**config.mk**
```make
export PLATFORM = sky130hd
export DESIGN_NAME = sw_conditioner
export DESIGN_NICKNAME = d
export VERILOG_FILES = /design/src/rtl/sw_cond_pkg.sv /design/src/rtl/sw_conditioner_debounce_cell.sv /design/src/rtl/sw_conditioner.sv
export SDC_FILE = /design/constraint.sdc
export NUM_CORES = 1
export LEC_CHECK = 0
export ABC_AREA = 0
export CORE_UTILIZATION = 34
export DETAILED_ROUTE_END_ITERATION = 12
export PLACE_DENSITY = 0.55
export RECOVER_POWER = 25
export SYNTH_ARGS = -nofsm -noshare
export SYNTH_HDL_FRONTEND = slang
export SYNTH_SLANG_ARGS = --single-unit
export TNS_END_PERCENT = 50
```
**constraint.sdc**
```tcl
create_clock -name clk -period 3.3 [get_ports clk]
set_input_delay 0.495 -clock clk [delete_from_list [all_inputs] [get_ports clk]]
set_output_delay 0.495 -clock clk [all_outputs]
set_load 0.02 [all_outputs]
```
**src/rtl/sw_cond_pkg.sv**
```systemverilog
// Shared definitions for the switch conditioner: debounce FSM state encoding,
// default debounce window and board clock frequency.
package sw_cond_pkg;

  localparam int CLK_HZ                  = 50_000_000;
  // 10 ms at CLK_HZ
  localparam int DEFAULT_DEBOUNCE_CYCLES = 500_000;

  // Bit 1 of the encoding is the currently accepted (stable) level, so the
  // debounced output can be taken straight from the state register.
  typedef enum logic [1:0] {
    STABLE_LO = 2'b00,
    PEND_HI   = 2'b01,
    STABLE_HI = 2'b11,
    PEND_LO   = 2'b10
  } deb_state_e;

endpackage

```
**src/rtl/sw_conditioner_debounce_cell.sv**
```systemverilog
// debounce_cell: one switch bit -- 2-flop synchronizer, 4-state debounce FSM
// and its hold counter. Emits single-cycle commit strobes (combinational,
// valid for the edge on which the stable level changes).
module debounce_cell
  import sw_cond_pkg::*;
#(
  parameter int DEBOUNCE_CYCLES = DEFAULT_DEBOUNCE_CYCLES
) (
  input  logic clk,
  input  logic rst_i,
  input  logic raw_i,
  output logic stable_o,
  output logic rise_o,
  output logic fall_o
);

  localparam int                CNT_W    = $clog2(DEBOUNCE_CYCLES);
  localparam logic [CNT_W-1:0]  CNT_LAST = CNT_W'(DEBOUNCE_CYCLES - 1);
  localparam logic [CNT_W-1:0]  CNT_ONE  = CNT_W'(1);

  logic             sync1_q, sync2_q;
  deb_state_e       state_q, state_d;
  logic [CNT_W-1:0] cnt_q, cnt_d;

  // State register: synchronizer, FSM state and hold counter.
  always_ff @(posedge clk) begin
    if (rst_i) begin
      sync1_q <= 1'b0;
      sync2_q <= 1'b0;
      state_q <= STABLE_LO;
      cnt_q   <= '0;
    end else begin
      // NOTE: non-blocking so every flop samples pre-edge values; blocking here
      // would collapse sync1/sync2 into a single stage.
      sync1_q <= raw_i;
      sync2_q <= sync1_q;
      state_q <= state_d;
      cnt_q   <= cnt_d;
    end
  end

  // Next-state: leave STABLE on a difference, abort PEND on a return,
  // commit once the new level has held for the full window.
  always_comb begin
    // NOTE: defaults first so every path assigns both outputs -- no latches.
    state_d = state_q;
    cnt_d   = cnt_q;
    case (state_q)
      STABLE_LO: if (sync2_q) begin
        state_d = PEND_HI;
        cnt_d   = CNT_ONE;
      end
      PEND_HI: begin
        if (!sync2_q) begin
          state_d = STABLE_LO;
          cnt_d   = '0;
        end else if (cnt_q == CNT_LAST) begin
          state_d = STABLE_HI;
          cnt_d   = '0;
        end else begin
          cnt_d = cnt_q + CNT_ONE;
        end
      end
      STABLE_HI: if (!sync2_q) begin
        state_d = PEND_LO;
        cnt_d   = CNT_ONE;
      end
      PEND_LO: begin
        if (sync2_q) begin
          state_d = STABLE_HI;
          cnt_d   = '0;
        end else if (cnt_q == CNT_LAST) begin
          state_d = STABLE_LO;
          cnt_d   = '0;
        end else begin
          cnt_d = cnt_q + CNT_ONE;
        end
      end
      default: begin
        state_d = STABLE_LO;
        cnt_d   = '0;
      end
    endcase
  end

  // Outputs: stable level is a state bit; commit strobes flag the edge.
  always_comb begin
    stable_o = state_q[1];
    rise_o   = (state_q == PEND_HI) && (state_d == STABLE_HI);
    fall_o   = (state_q == PEND_LO) && (state_d == STABLE_LO);
  end

endmodule

```
**src/rtl/sw_conditioner.sv**
```systemverilog
// sw_conditioner: WIDTH debounced DIP-switch bits ([7:4] swy, [3:0] swx),
// a merged change pulse and a power-up valid flag.
// Optional build macro SW_CONDITIONER_EDGE_EN adds per-bit sw_rise/sw_fall.
module sw_conditioner
  import sw_cond_pkg::*;
#(
  parameter int WIDTH           = 8,
  parameter int DEBOUNCE_CYCLES = DEFAULT_DEBOUNCE_CYCLES
) (
  input  logic             clk,
  input  logic             real_rst,
  input  logic [WIDTH-1:0] sw_raw,
  output logic [WIDTH-1:0] sw_stable,
  output logic             sw_changed,
  output logic             sw_valid
`ifdef SW_CONDITIONER_EDGE_EN
  ,
  output logic [WIDTH-1:0] sw_rise,
  output logic [WIDTH-1:0] sw_fall
`endif
);

  localparam int                VCNT_W    = $clog2(DEBOUNCE_CYCLES + 2);
  localparam logic [VCNT_W-1:0] VCNT_LAST = VCNT_W'(DEBOUNCE_CYCLES + 1);

  logic [WIDTH-1:0]  rise_vec, fall_vec;
  logic [VCNT_W-1:0] vcnt_q, vcnt_d;
  logic              valid_q, valid_d;
  logic              changed_q, changed_d;

  for (genvar i = 0; i < WIDTH; i++) begin : g_cell
    debounce_cell #(
      .DEBOUNCE_CYCLES(DEBOUNCE_CYCLES)
    ) u_cell (
      .clk     (clk),
      .rst_i   (real_rst),
      .raw_i   (sw_raw[i]),
      .stable_o(sw_stable[i]),
      .rise_o  (rise_vec[i]),
      .fall_o  (fall_vec[i])
    );
  end

  // Valid counter saturates so sw_valid rises DEBOUNCE_CYCLES+2 edges after
  // release. Change pulses are gated by the registered flag, so a commit on
  // the same edge that raises sw_valid (power-up state) is not announced.
  always_comb begin
    vcnt_d    = (vcnt_q == VCNT_LAST) ? vcnt_q : vcnt_q + VCNT_W'(1);
    valid_d   = valid_q | (vcnt_q == VCNT_LAST);
    changed_d = valid_q & (|(rise_vec | fall_vec));
  end

  // Valid flag and single merged change pulse, aligned with sw_stable.
  always_ff @(posedge clk) begin
    if (real_rst) begin
      vcnt_q    <= '0;
      valid_q   <= 1'b0;
      changed_q <= 1'b0;
    end else begin
      vcnt_q    <= vcnt_d;
      valid_q   <= valid_d;
      changed_q <= changed_d;
    end
  end

  assign sw_valid   = valid_q;
  assign sw_changed = changed_q;

`ifdef SW_CONDITIONER_EDGE_EN
  logic [WIDTH-1:0] rise_q, fall_q;

  // Per-bit edge pulses, under the same suppression as sw_changed.
  always_ff @(posedge clk) begin
    if (real_rst) begin
      rise_q <= '0;
      fall_q <= '0;
    end else begin
      rise_q <= valid_q ? rise_vec : '0;
      fall_q <= valid_q ? fall_vec : '0;
    end
  end

  assign sw_rise = rise_q;
  assign sw_fall = fall_q;
`else
  // Edge outputs not built: commit strobes only feed sw_changed.
`endif

endmodule

```
# Yosys cells after proc, flatten, opt, wreduce, memory -nomap -nowiden
# Index checks and enable logic that the tools add are counted.
# word_totals
ff_bits	205
inputBits	10
# classes
bitwise_logic	3
reduce_logical	41
add_sub_neg	9
eq_ne	57
mux	104
# ops
operator	count
$mux 19	40
$pmux 19 s4	8
$add 19x1->19 const B	9
$eq 19x19->1 const B	9
$mux 2	48
$pmux 2 s4	8
$eq 2x2->1 const B	24
$logic_not 2->1	16
$eq 2x1->1 const B	8
$logic_and 1x1->1	16
$ne 2x1->1 const B	8
$ne 2x2->1 const B	8
$reduce_and 2->1	8
$or 8x8->8	1
$reduce_or 8->1	1
$and 1x1->1	1
$or 1x1->1	1

# Depth between registers and ports, before layout
# Gate-level depths: netlist of run 1.
# logic_depth
depth_word	9
ltp_mapped	10

# By module
# From an unflattened synthesis of run 1, not the netlist that was laid out.
# hier_totals
cells_unflattened	1424
area_unflattened_um2	12017.8
# by_module_without_submodules
mod	seq_area_each_um2	n_inst	cells_each	area_each_um2
debounce_cell at g_cell[0].u_cell ...	460.4	7	165	1371.3
debounce_cell at g_cell[2].u_cell	460.4	1	154	1375.1
sw_conditioner	420.4	1	115	1043.5

# Worst setup path after synthesis of run 1
# OpenSTA, ideal clock, no wires.
# synth_path
path_type	register to register
from	register g_cell[5].u_cell.state_q[0]
to	register changed_q (netlist: sw_changed)
arrival_time_ns	2.306
path_stages_with_launch	10
setup_slack_ns	0.856
required_time_ns	3.162
setup_time_ns	0.138
cell_sequence	dfxtp_1 > inv_1 > ha_1 > a2111oi_0 > nor2_1 > or2_2 > o221ai_1 > mux2_2 > nor4_2 > a41oi_1
# synth_via
elab_chain_cells	8
elab_cells_between_ends	18
cone_classes	eq/ne (4); mux (7); bitwise (2); reduce/logical (5)
# synth_rtl
item	line	rtl
start, declared	sw_conditioner_debounce_cell.sv:22	deb_state_e state_q, state_d;
start signal, assigned	sw_conditioner_debounce_cell.sv:37	state_q <= state_d;
$mux 2 (on tied branches)	sw_conditioner_debounce_cell.sv:72, sw_conditioner_debounce_cell.sv:57	
$mux 2 (on tied branches)	sw_conditioner_debounce_cell.sv:69, sw_conditioner_debounce_cell.sv:54	
$pmux 2 s4	sw_conditioner_debounce_cell.sv:48	case (state_q)
$eq 2x2->1 or $logic_not 2->1 (tied branches)	sw_conditioner_debounce_cell.sv:89, sw_conditioner_debounce_cell.sv:90	
$logic_and 1x1->1 (on tied branches)	sw_conditioner_debounce_cell.sv:89, sw_conditioner_debounce_cell.sv:90	
$or 8x8->8 (*)	sw_conditioner.sv:50	changed_d = valid_q & (|(rise_vec | fall_vec));
$reduce_or 8->1 (*)	sw_conditioner.sv:50	
$and 1x1->1 (*)	sw_conditioner.sv:50	
end signal, assigned	sw_conditioner.sv:62	changed_q <= changed_d;
end, declared	sw_conditioner.sv:29	logic changed_q, changed_d;
# Mark *: on every way between the ends. The rest lies on a longest branch, timed or not.
# A chain may end at the register's enable or synchronous reset.

# Final worst setup path of run 1
# Ends and elaborated chain as after synthesis.

==> flow_summary.toml, run 1 <==
[finish]
fin_nets = 1319
diodes = 0
final_cell_mix = "237 x nor2_1, 205 x dfxtp_1, 107 x nand2_1"
seq_area_um2 = 4104
num-fill-cells = 3007
final_common_cell = "nor2_1"
multi_input_area_um2 = 5967
area_growth_pct = 13.49
fin_util_pct = 39.46
drive_above_1_share_pct = 5.951
final_area_um2 = 11790

[synth]
async_flop_share_pct = 0
syn_area_um2 = 10390
synth-seq-cells = 205
synth_ff_type = "dfxtp_1"
syn_nets = 1297
synthMuxAreaShare_pct = 1.952
synth_xor_area_share_pct = 11.55
yosysWarnings = 0
synthSimpleGateAreaFrac_pct = 29.83
synth.distinct_cells = 69
synth_top_family_by_area = "simple AND/OR/NAND/NOR gates"
synthAdderAreaFrac_pct = 6.023
synth_edf_count = 0
syn-instance-count = 1237
synth_compound_area_share_pct = 8.095
seq_area_frac_synth_pct = 39.51
avgSynthCellArea_um2 = 8.396

[critical_path]
cp_max_fo = 6
end_kind = "flip-flop"
cp-start-kind = "flip-flop"
worst_ep_required_time_ns = 3.68
ff2ff_path_depth = 9
arrival_ns = 3.06
path_class = "reg -> reg"
r2r_slack_ns = 0.62

[place]
hpwl_um = 13860
io_buffers = 19
gp_congestion = 0.7907
placed_cell_area_um2 = 10960
pre_cts_slack_ns = 0.6451

[timing]
setup_tns_ns = 0
finalSetupViolCount = 0
period_minus_slack_ns = 2.681
final_hold_viol_count = 0
max_freq_mhz = 373.0
tightestPinTransition_ns = 2.362
rsz0062_at_grt = "false"
max_slew_margin_pct = -57.47
fin_ws_ns = 0.6193
drv_slew = 49
period_share_pct = 81.23
fin_worst_skew_ns = 0.007151

[hold_path]
min_path_cells = 1
hold_path.class = "reg -> reg"

[floorplanning]
die_area_um2 = 31250
core-area_um2 = 29870
die_w_um = 176.8
rows = 63
ioPinCount = 20
start_util_pct = 34.77
die_h_um = 176.8

[run_status]
status = "finished, violations left"
violations = "capacitance limit, slew limit"

[clock_network]
cts_resized = 0
clkTransAtPathRegs_ns = 0.06
clock-sinks = 205
htree_levels = 1
clock_latency_ns = 0.51
cts_buffers = 25
clockBufferDepth = 3
tritoncts = "done"
postCtsSetupRepairBufs = 0
hold_buffers = 0
cts_root_buf = "clkbuf_16"

[route]
wl_per_cell_um = 12.06
drc_errors = 0
vias_per_cell = 4.818
vias = 8032
drt_pre_antenna_iters = 4
ant_nets = 0
drt-total-wl_um = 20110
drt_iter0_drc = 396

[power]
power_density_nw_per_um2 = 470.3
total_power_mw = 5.543
p_leak_nw = 4.107
vdd_drop_max_v = 0.0003246

[global_routing]
grt_start_max_net_pins = 49
grt_antenna_before_repair = 0
grt_use_total_pct = 13.13
grt_pass1_wl_um = 35130
grt_pass1_vias = 7573
overflow = 0

[run]
drv_cap = 1
## logic make-up after synthesis
group,Yosys count
XOR/XNOR,137
adder cells (fa/ha/maj),50
AND/OR/NAND/NOR,627
flip-flops,205
AO/OA/AOI/OAI,128
multiplexers,20
buffers and inverters,70
## metrics by stage
step,cells,hold slack (ns)
after detailed placement,1622,0.4245
after global placement,1622,0.4168
after floorplan,1237,0.4138
after global routing,1667,0.4589
after CTS,1667,0.4367
final,1667,0.4361
## area by class of cell
cell class,instances,share of cell area (%)
well taps,390,4.140
flip-flops and latches,205,34.82
repair buffers,29,2.144
multi-input cells,962,50.62
clock inverters,12,1.231
clock buffers,33,5.902
inverters,36,1.146
## path summary, 6_finish.rpt
kind | from | endpoint
min reg2reg | g_cell[4].u_cell.sync1_q$_SDFF_PP0_ | g_cell[4].u_cell.sync2_q$_SDFF_PP0_
min | g_cell[4].u_cell.sync1_q$_SDFF_PP0_ | g_cell[4].u_cell.sync2_q$_SDFF_PP0_
max reg2reg | g_cell[5].u_cell.state_q[0]$_SDFF_PP0_ | sw_changed$_SDFF_PP0_
max | g_cell[5].u_cell.state_q[0]$_SDFF_PP0_ | sw_changed$_SDFF_PP0_
## layer usage
metal	part of all wire (%)	vias up	track usage, %
met4	1.9	0	3.520
met5	0	-	0
li1	-	4292	-
met2	43	53	20.98
met1	53	3660	18.30
met3	2.6	27	1.954
## worst max-delay path, cell delays in order (launching register included)
cell	delay [ns]
dfxtp_1	0.42
inv_1	0.11
ha_1	0.28
a2111oi_0	0.38
nor2_1	0.10
or2_2	0.28
o221ai_1	0.23
mux2_2	0.38
nor4_2	0.26
a41oi_1	0.12
## synthesized netlist by cell type, drive strengths merged, types with 5 or more instances
| cell | instances | share of area [%] |
|---|---|---|
| or2 | 5 | 0.30 |
| clkbuf | 20 | 0.72 |
| dfxtp | 205 | 40 |
| nand3 | 64 | 3.1 |
| a21oi | 37 | 1.8 |
| nor2 | 237 | 8.6 |
| nor4bb | 8 | 0.77 |
| and3 | 30 | 1.9 |
| nor2b | 26 | 1.6 |
| ha | 50 | 6.0 |
| nor3 | 29 | 1.4 |
| xnor2 | 42 | 3.5 |
| nand2b | 13 | 0.78 |
| inv | 36 | 1.3 |
| mux2i | 18 | 1.7 |
| a311oi | 7 | 0.59 |
| and2 | 7 | 0.43 |
| o21ai | 30 | 1.5 |
| nor4b | 12 | 1.0 |
| nand4 | 39 | 2.3 |
| nor4 | 7 | 0.54 |
| or3 | 16 | 0.96 |
| nand2 | 107 | 3.9 |
| and4 | 9 | 0.76 |
| or4 | 5 | 0.40 |
| xor2 | 95 | 8.0 |
| a21o | 11 | 0.80 |
| buf | 14 | 1.0 |
## power by group
| part | switching [mW] | internal (mW) |
|---|---|---|
| clock network | 1.06 | 1.71 |
| registers | 0.0334 | 2.50 |
| logic | 0.149 | 0.0892 |
## sequential cells by signal, indices dropped and copies added, names as in the netlist
name                   flops
sw_valid                   1
g_cell.u_cell.sync1_q      8
g_cell.u_cell.cnt_q      152
g_cell.u_cell.sync2_q      8
g_cell.u_cell.state_q     16
sw_changed                 1
vcnt_q                    19
Note: power is estimated with default switching activity, not from simulation.
==> run 2, diff against run 1 <==
--- a/config.mk
+++ b/config.mk
@@ -8,7 +8,7 @@
 export ABC_AREA = 0
 export CORE_UTILIZATION = 34
 export DETAILED_ROUTE_END_ITERATION = 12
-export PLACE_DENSITY = 0.55
+export PLACE_DENSITY = 0.56
 export RECOVER_POWER = 25
 export SYNTH_ARGS = -nofsm -noshare
 export SYNTH_HDL_FRONTEND = slang
==> constraint.sdc (replaced) <==
create_clock -name clk -period 2.4 [get_ports clk]
set_input_delay 0.36 -clock clk [delete_from_list [all_inputs] [get_ports clk]]
set_output_delay 0.36 -clock clk [all_outputs]
set_load 0.02 [all_outputs]
==> run 2 against run 1 <==
Against the previous run: the flow now finishes without violations; worst setup slack worse by 0.60 ns; final area up 6.1%; register-to-register slack worse by 0.60 ns; flip-flop and latch count unchanged; global-route usage up 0.59 points; via count up 5.7%; clock power up 41%; critical path type unchanged.
==> flow_summary.toml, run 2 (synthesized netlist as in run 1, its figures left out) <==
[route]
drt_iter0_drc = 420
vias_per_cell = 4.866
drc_errors = 0
drt-total-wl_um = 21230
wl_per_cell_um = 12.17
vias = 8486
drt_pre_antenna_iters = 5
ant_nets = 0

[critical_path]
r2r-start = "g_cell[5].u_cell.state_q[0]$_SDFF_PP0_"
r2r_slack_ns = 0.02
endpoint = "sw_changed$_SDFF_PP0_"
path_class = "reg -> reg"
end_kind = "flip-flop"
worst_ep_required_time_ns = 2.77
arrival_ns = 2.76
ff2ff_path_depth = 8
cp-start-kind = "flip-flop"
cp_max_fo = 6
reg2reg_to = "sw_changed$_SDFF_PP0_"
crit_start = "g_cell[5].u_cell.state_q[0]$_SDFF_PP0_"

[run]
drv_cap = 0

[timing]
drv_slew = 0
fin_worst_skew_ns = 0.01073
max_freq_mhz = 419.6
max_slew_margin_pct = 10.45
period_minus_slack_ns = 2.383
rsz0062_at_grt = "true"
period_share_pct = 99.30
final_hold_viol_count = 0
setup_tns_ns = 0
worst_hold_slack_ns = 0.4093
tightestPinTransition_ns = 1.343
finalSetupViolCount = 0

[power]
vdd_drop_max_v = 0.0005088
power_density_nw_per_um2 = 622.5
pwr-share-clk_pct = 50.1
combinationalPowerShare_pct = 5.1
p_int_mw = 6.104
p_leak_nw = 4.562
sequentialPowerShare_pct = 44.7
swShare_pct = 21.60
switchingPower_mw = 1.681

[place]
dp_cells = 1696
io_buffers = 19
hpwl_um = 15150
gp_congestion = 0.7898
placed_cell_area_um2 = 11530

[clock_network]
htree_levels = 1
clockBufferDepth = 3
clock-sinks = 205
cts_root_buf = "clkbuf_16"
cts_buffers = 24
clock_latency_ns = 0.52
hold_buffers = 0
clkTransAtPathRegs_ns = 0.06
tritoncts = "done"

[global_routing]
grt_pass1_wl_um = 36650
grt_start_max_net_pins = 25
overflow = 0
grt_antenna_before_repair = 0
grt_use_total_pct = 13.72
grt_pass1_vias = 8037

[finish]
largest_reg_flops = 152
fin_nets = 1396
reg_top3 = "g_cell.u_cell.cnt_q: 152 flops, vcnt_q: 19 flops, g_cell.u_cell.state_q: 16 flops"
diodes = 0
final_area_um2 = 12510
stdcell_count = 1744
final_cell_mix = "232 x nor2_1, 202 x dfxtp_1, 107 x nand2_1"
drive_above_1_share_pct = 12.63
area_growth_pct = 20.41
regMostFlops = "g_cell.u_cell.cnt_q"
final_common_cell = "nor2_1"
fin_util_pct = 41.86

[floorplanning]
start_util_pct = 34.77
core-area_um2 = 29870
die_w_um = 176.8
die_h_um = 176.8
ioPinCount = 20
rows = 63
die_area_um2 = 31250

[run_status]
status = "finished clean"

[hold_path]
min_path_cells = 2
hold_path.class = "in -> reg"
run 2: changes by cell type in the layout (fill, tap and decap cells not counted), sizes merged:
cell / previous run / this run
clkinvlp: 4 / 0
dlygate4sd3: 0 / 2
clkbuf: 36 / 45
buf: 8 / 80
clkdlybuf4s50: 18 / 16
run 2: stage by stage:
step | setup slack, ns | power (mW)
2_1_floorplan | 0.004887 | 3.803
3_3_place_gp | -0.05023 | 3.951
3_5_place_dp | -0.1594 | 3.955
4_1_cts | 0.0007727 | 7.916
5_1_grt | -0.1375 | 8.098
6_report | 0.01682 | 7.785
run 2: what timing repair did:
item                                    in CTS  in global routing
setup buffers                                2                  2
endpoints found under the setup margin       1                 25
resized for setup                           15                 14
hold endpoints to repair                     0                  0
pin swaps                                    6                  4
run 2: layer usage:
metal | GRT usage [%] | vias up | wire length [um]
li1 | - | 4453 | -
met1 | 18.51 | 3902 | 10730
met2 | 22.30 | 94 | 9223
met3 | 2.513 | 37 | 786
met4 | 3.772 | 0 | 497
met5 | 0 | - | 0
run 2: how the worst min path moves through the flow:
stage / slack, ns / start / end
2_1_floorplan: 0.41 / g_cell[0].u_cell.sync1_q$_SDFF_PP0_ / g_cell[0].u_cell.sync2_q$_SDFF_PP0_
3_3_place_gp: 0.43 / g_cell[4].u_cell.sync1_q$_SDFF_PP0_ / g_cell[4].u_cell.sync2_q$_SDFF_PP0_
3_5_place_dp: 0.43 / g_cell[4].u_cell.sync1_q$_SDFF_PP0_ / g_cell[4].u_cell.sync2_q$_SDFF_PP0_
4_1_cts: 0.22 / real_rst / vcnt_q[15]$_SDFFE_PP0N_
5_1_grt: 0.40 / sw_raw[6] / g_cell[6].u_cell.sync1_q$_SDFF_PP0_
6_report: 0.41 / sw_raw[6] / g_cell[6].u_cell.sync1_q$_SDFF_PP0_
run 2: area by class of cell:
cell class / count / area, um^2
multi-input cells: 962 / 6066
clock buffers: 36 / 757.0
fillers: 2990 / 17370
well taps: 390 / 488.0
repair buffers: 107 / 834.6
clock inverters: 8 / 115.1
inverters: 36 / 135.1
flip-flops and latches: 205 / 4110
run 2: power by group through the flow:
stage / Sequential, mW / Clock, mW / Combinational [mW]
floorplan: 3.55 / 0 / 0.256
global placement: 3.56 / 0 / 0.395
detailed placement: 3.56 / 0 / 0.398
CTS: 3.48 / 4.03 / 0.406
global route: 3.49 / 4.16 / 0.450
finish: 3.48 / 3.90 / 0.400
run 2: critical path, stage by stage (launching register included):
cell	delay, ns
dfxtp_4	0.36
ha_1	0.23
a2111oi_2	0.36
nor2_1	0.11
or2_2	0.29
o221ai_2	0.17
mux2_4	0.34
nor4_4	0.25
a41oi_1	0.13
==> run 3, diff against run 2 <==
--- a/config.mk
+++ b/config.mk
@@ -6,6 +6,7 @@
 export NUM_CORES = 1
 export LEC_CHECK = 0
 export ABC_AREA = 0
+export CORE_ASPECT_RATIO = 1.75
 export CORE_UTILIZATION = 34
 export DETAILED_ROUTE_END_ITERATION = 12
 export PLACE_DENSITY = 0.56
==> run 3 against run 2 <==
Against the previous run: the run now ends with capacitance limit, slew limit left; global-route usage up 0.71 points; combinational power up 4%; hold slack worse by 0.018 ns; utilization up 0.19 points; clock-buffer cell count down 6; sequential power about the same; clock skew up 0.011 ns; non-clock buffer count up 6; via count up 1.2%; clock power down 7.2%; total power down 3.4%; register-to-register slack better by 0.03 ns.
==> flow_summary.toml, run 3 (synthesized netlist as in run 1, its figures left out) <==
[run_status]
status = "finished, violations left"
violations = "capacitance limit, slew limit"

[finish]
largest_reg_flops = 152
reg_top3 = "g_cell.u_cell.cnt_q: 152 flops, vcnt_q: 19 flops, g_cell.u_cell.state_q: 16 flops"
area_growth_pct = 21.71
diodes = 0
regMostFlops = "g_cell.u_cell.cnt_q"
final_area_um2 = 12640
fin_nets = 1400
final_common_cell = "nor2_1"
drive_above_1_share_pct = 14.83
fin_util_pct = 42.05
final_cell_mix = "233 x nor2_1, 196 x dfxtp_1, 106 x nand2_1"
stdcell_count = 1742

[route]
vias = 8589
drc_errors = 0
vias_per_cell = 4.931
drt_iter0_drc = 306
ant_nets = 0
drt-total-wl_um = 22130
drt_pre_antenna_iters = 4
wl_per_cell_um = 12.70

[critical_path]
cp-start-kind = "flip-flop"
path_class = "reg -> reg"
path_delay_family = "simple AND/OR/NAND/NOR gates"
r2r_slack_ns = 0.05
worstPathCellList = "or4_1, or4_4, o21ai_2, o21ai_1, a21oi_2, mux2i_1, nor4_2, a41oi_1"
cp_num_buf_inv = 0
worst_ep_required_time_ns = 2.81
worst_path_max_delay_cell = "or4_1"
end_kind = "flip-flop"
cp_max_fo = 5
arrival_ns = 2.76
slowest_delay_ns = 0.51

[global_routing]
grt_use_total_pct = 14.43
grt_pass1_vias = 8622
grt_pass1_wl_um = 38060
overflow = 0
grt_start_max_net_pins = 42
grt_antenna_before_repair = 0

[clock_network]
htree_levels = 1
clock-sinks = 205
cts_root_buf = "clkbuf_16"
tritoncts = "done"
clkTransAtPathRegs_ns = 0.07
cts_buffers = 22
clock_latency_ns = 0.53
clockBufferDepth = 3
hold_buffers = 0

[timing]
fin_ws_ns = 0.04762
max_slew_margin_pct = -39.22
period_share_pct = 98.02
fin_worst_skew_ns = 0.02215
finalSetupViolCount = 0
final_hold_viol_count = 0
period_minus_slack_ns = 2.352
worst_hold_slack_ns = 0.3908
tightestPinTransition_ns = 2.088
drv_slew = 41
rsz0062_at_grt = "true"
setup_tns_ns = 0
max_freq_mhz = 425.1

[floorplanning]
core-area_um2 = 30060
start_util_pct = 34.55
die_h_um = 233.2
rows = 84
die_area_um2 = 31280
die_w_um = 134.1
ioPinCount = 20

[run]
drv_cap = 1

[place]
dp_cells = 1698
placed_cell_area_um2 = 11590
gp_congestion = 0.7945
pre_cts_slack_ns = -0.09615
io_buffers = 19
hpwl_um = 16130

[power]
pwr-share-clk_pct = 48.2
swShare_pct = 22.86
p_int_mw = 5.799
power_density_nw_per_um2 = 594.7
sequentialPowerShare_pct = 46.3
total_power_mw = 7.517
combinationalPowerShare_pct = 5.5
vdd_drop_max_v = 0.0004473
switchingPower_mw = 1.718
p_leak_nw = 4.579

[hold_path]
hold_path.class = "in -> reg"
==> run 3: power groups by stage <==
stage | clock [mW] | sequential [mW] | combinational, mW
after floorplan | 0 | 3.55 | 0.256
after global placement | 0 | 3.56 | 0.398
after detailed placement | 0 | 3.56 | 0.401
after CTS | 3.76 | 3.48 | 0.405
after global routing | 3.89 | 3.49 | 0.464
final | 3.62 | 3.48 | 0.415
==> run 3: final timing paths <==
| path | startpoint | end | cells past startpoint |
|---|---|---|---|
| setup / recovery | g_cell[4].u_cell.cnt_q[7]$_SDFFE_PP0P_ | sw_changed$_SDFF_PP0_ | 8 |
| hold / removal | sw_raw[6] | g_cell[6].u_cell.sync1_q$_SDFF_PP0_ | 2 |
| setup reg to reg | g_cell[4].u_cell.cnt_q[7]$_SDFFE_PP0P_ | sw_changed$_SDFF_PP0_ | 8 |
| hold reg to reg | g_cell[6].u_cell.sync1_q$_SDFF_PP0_ | g_cell[6].u_cell.sync2_q$_SDFF_PP0_ | 1 |
==> run 3: timing repair <==
action	4_1_cts	5_1_grt
pin swaps	4	16
gates resized for setup	9	54
buffers inserted	1	4
setup endpoints to repair	1	21
==> run 3: area by class of cell <==
class	instances	area, um^2
clock buffer	30	630.6
fill	3065	17420
inverter	36	140.1
sequential	205	4123
timing repair buffer	113	924.6
multi-input combinational	962	6191
clock inverter	9	147.6
tap	387	484.2
==> run 3: layer usage <==
layer	part of all wire [%]	track usage, %
met1	40	14.78
met2	55	28.69
met3	2.4	1.693
met4	3.2	6.320
met5	0	0
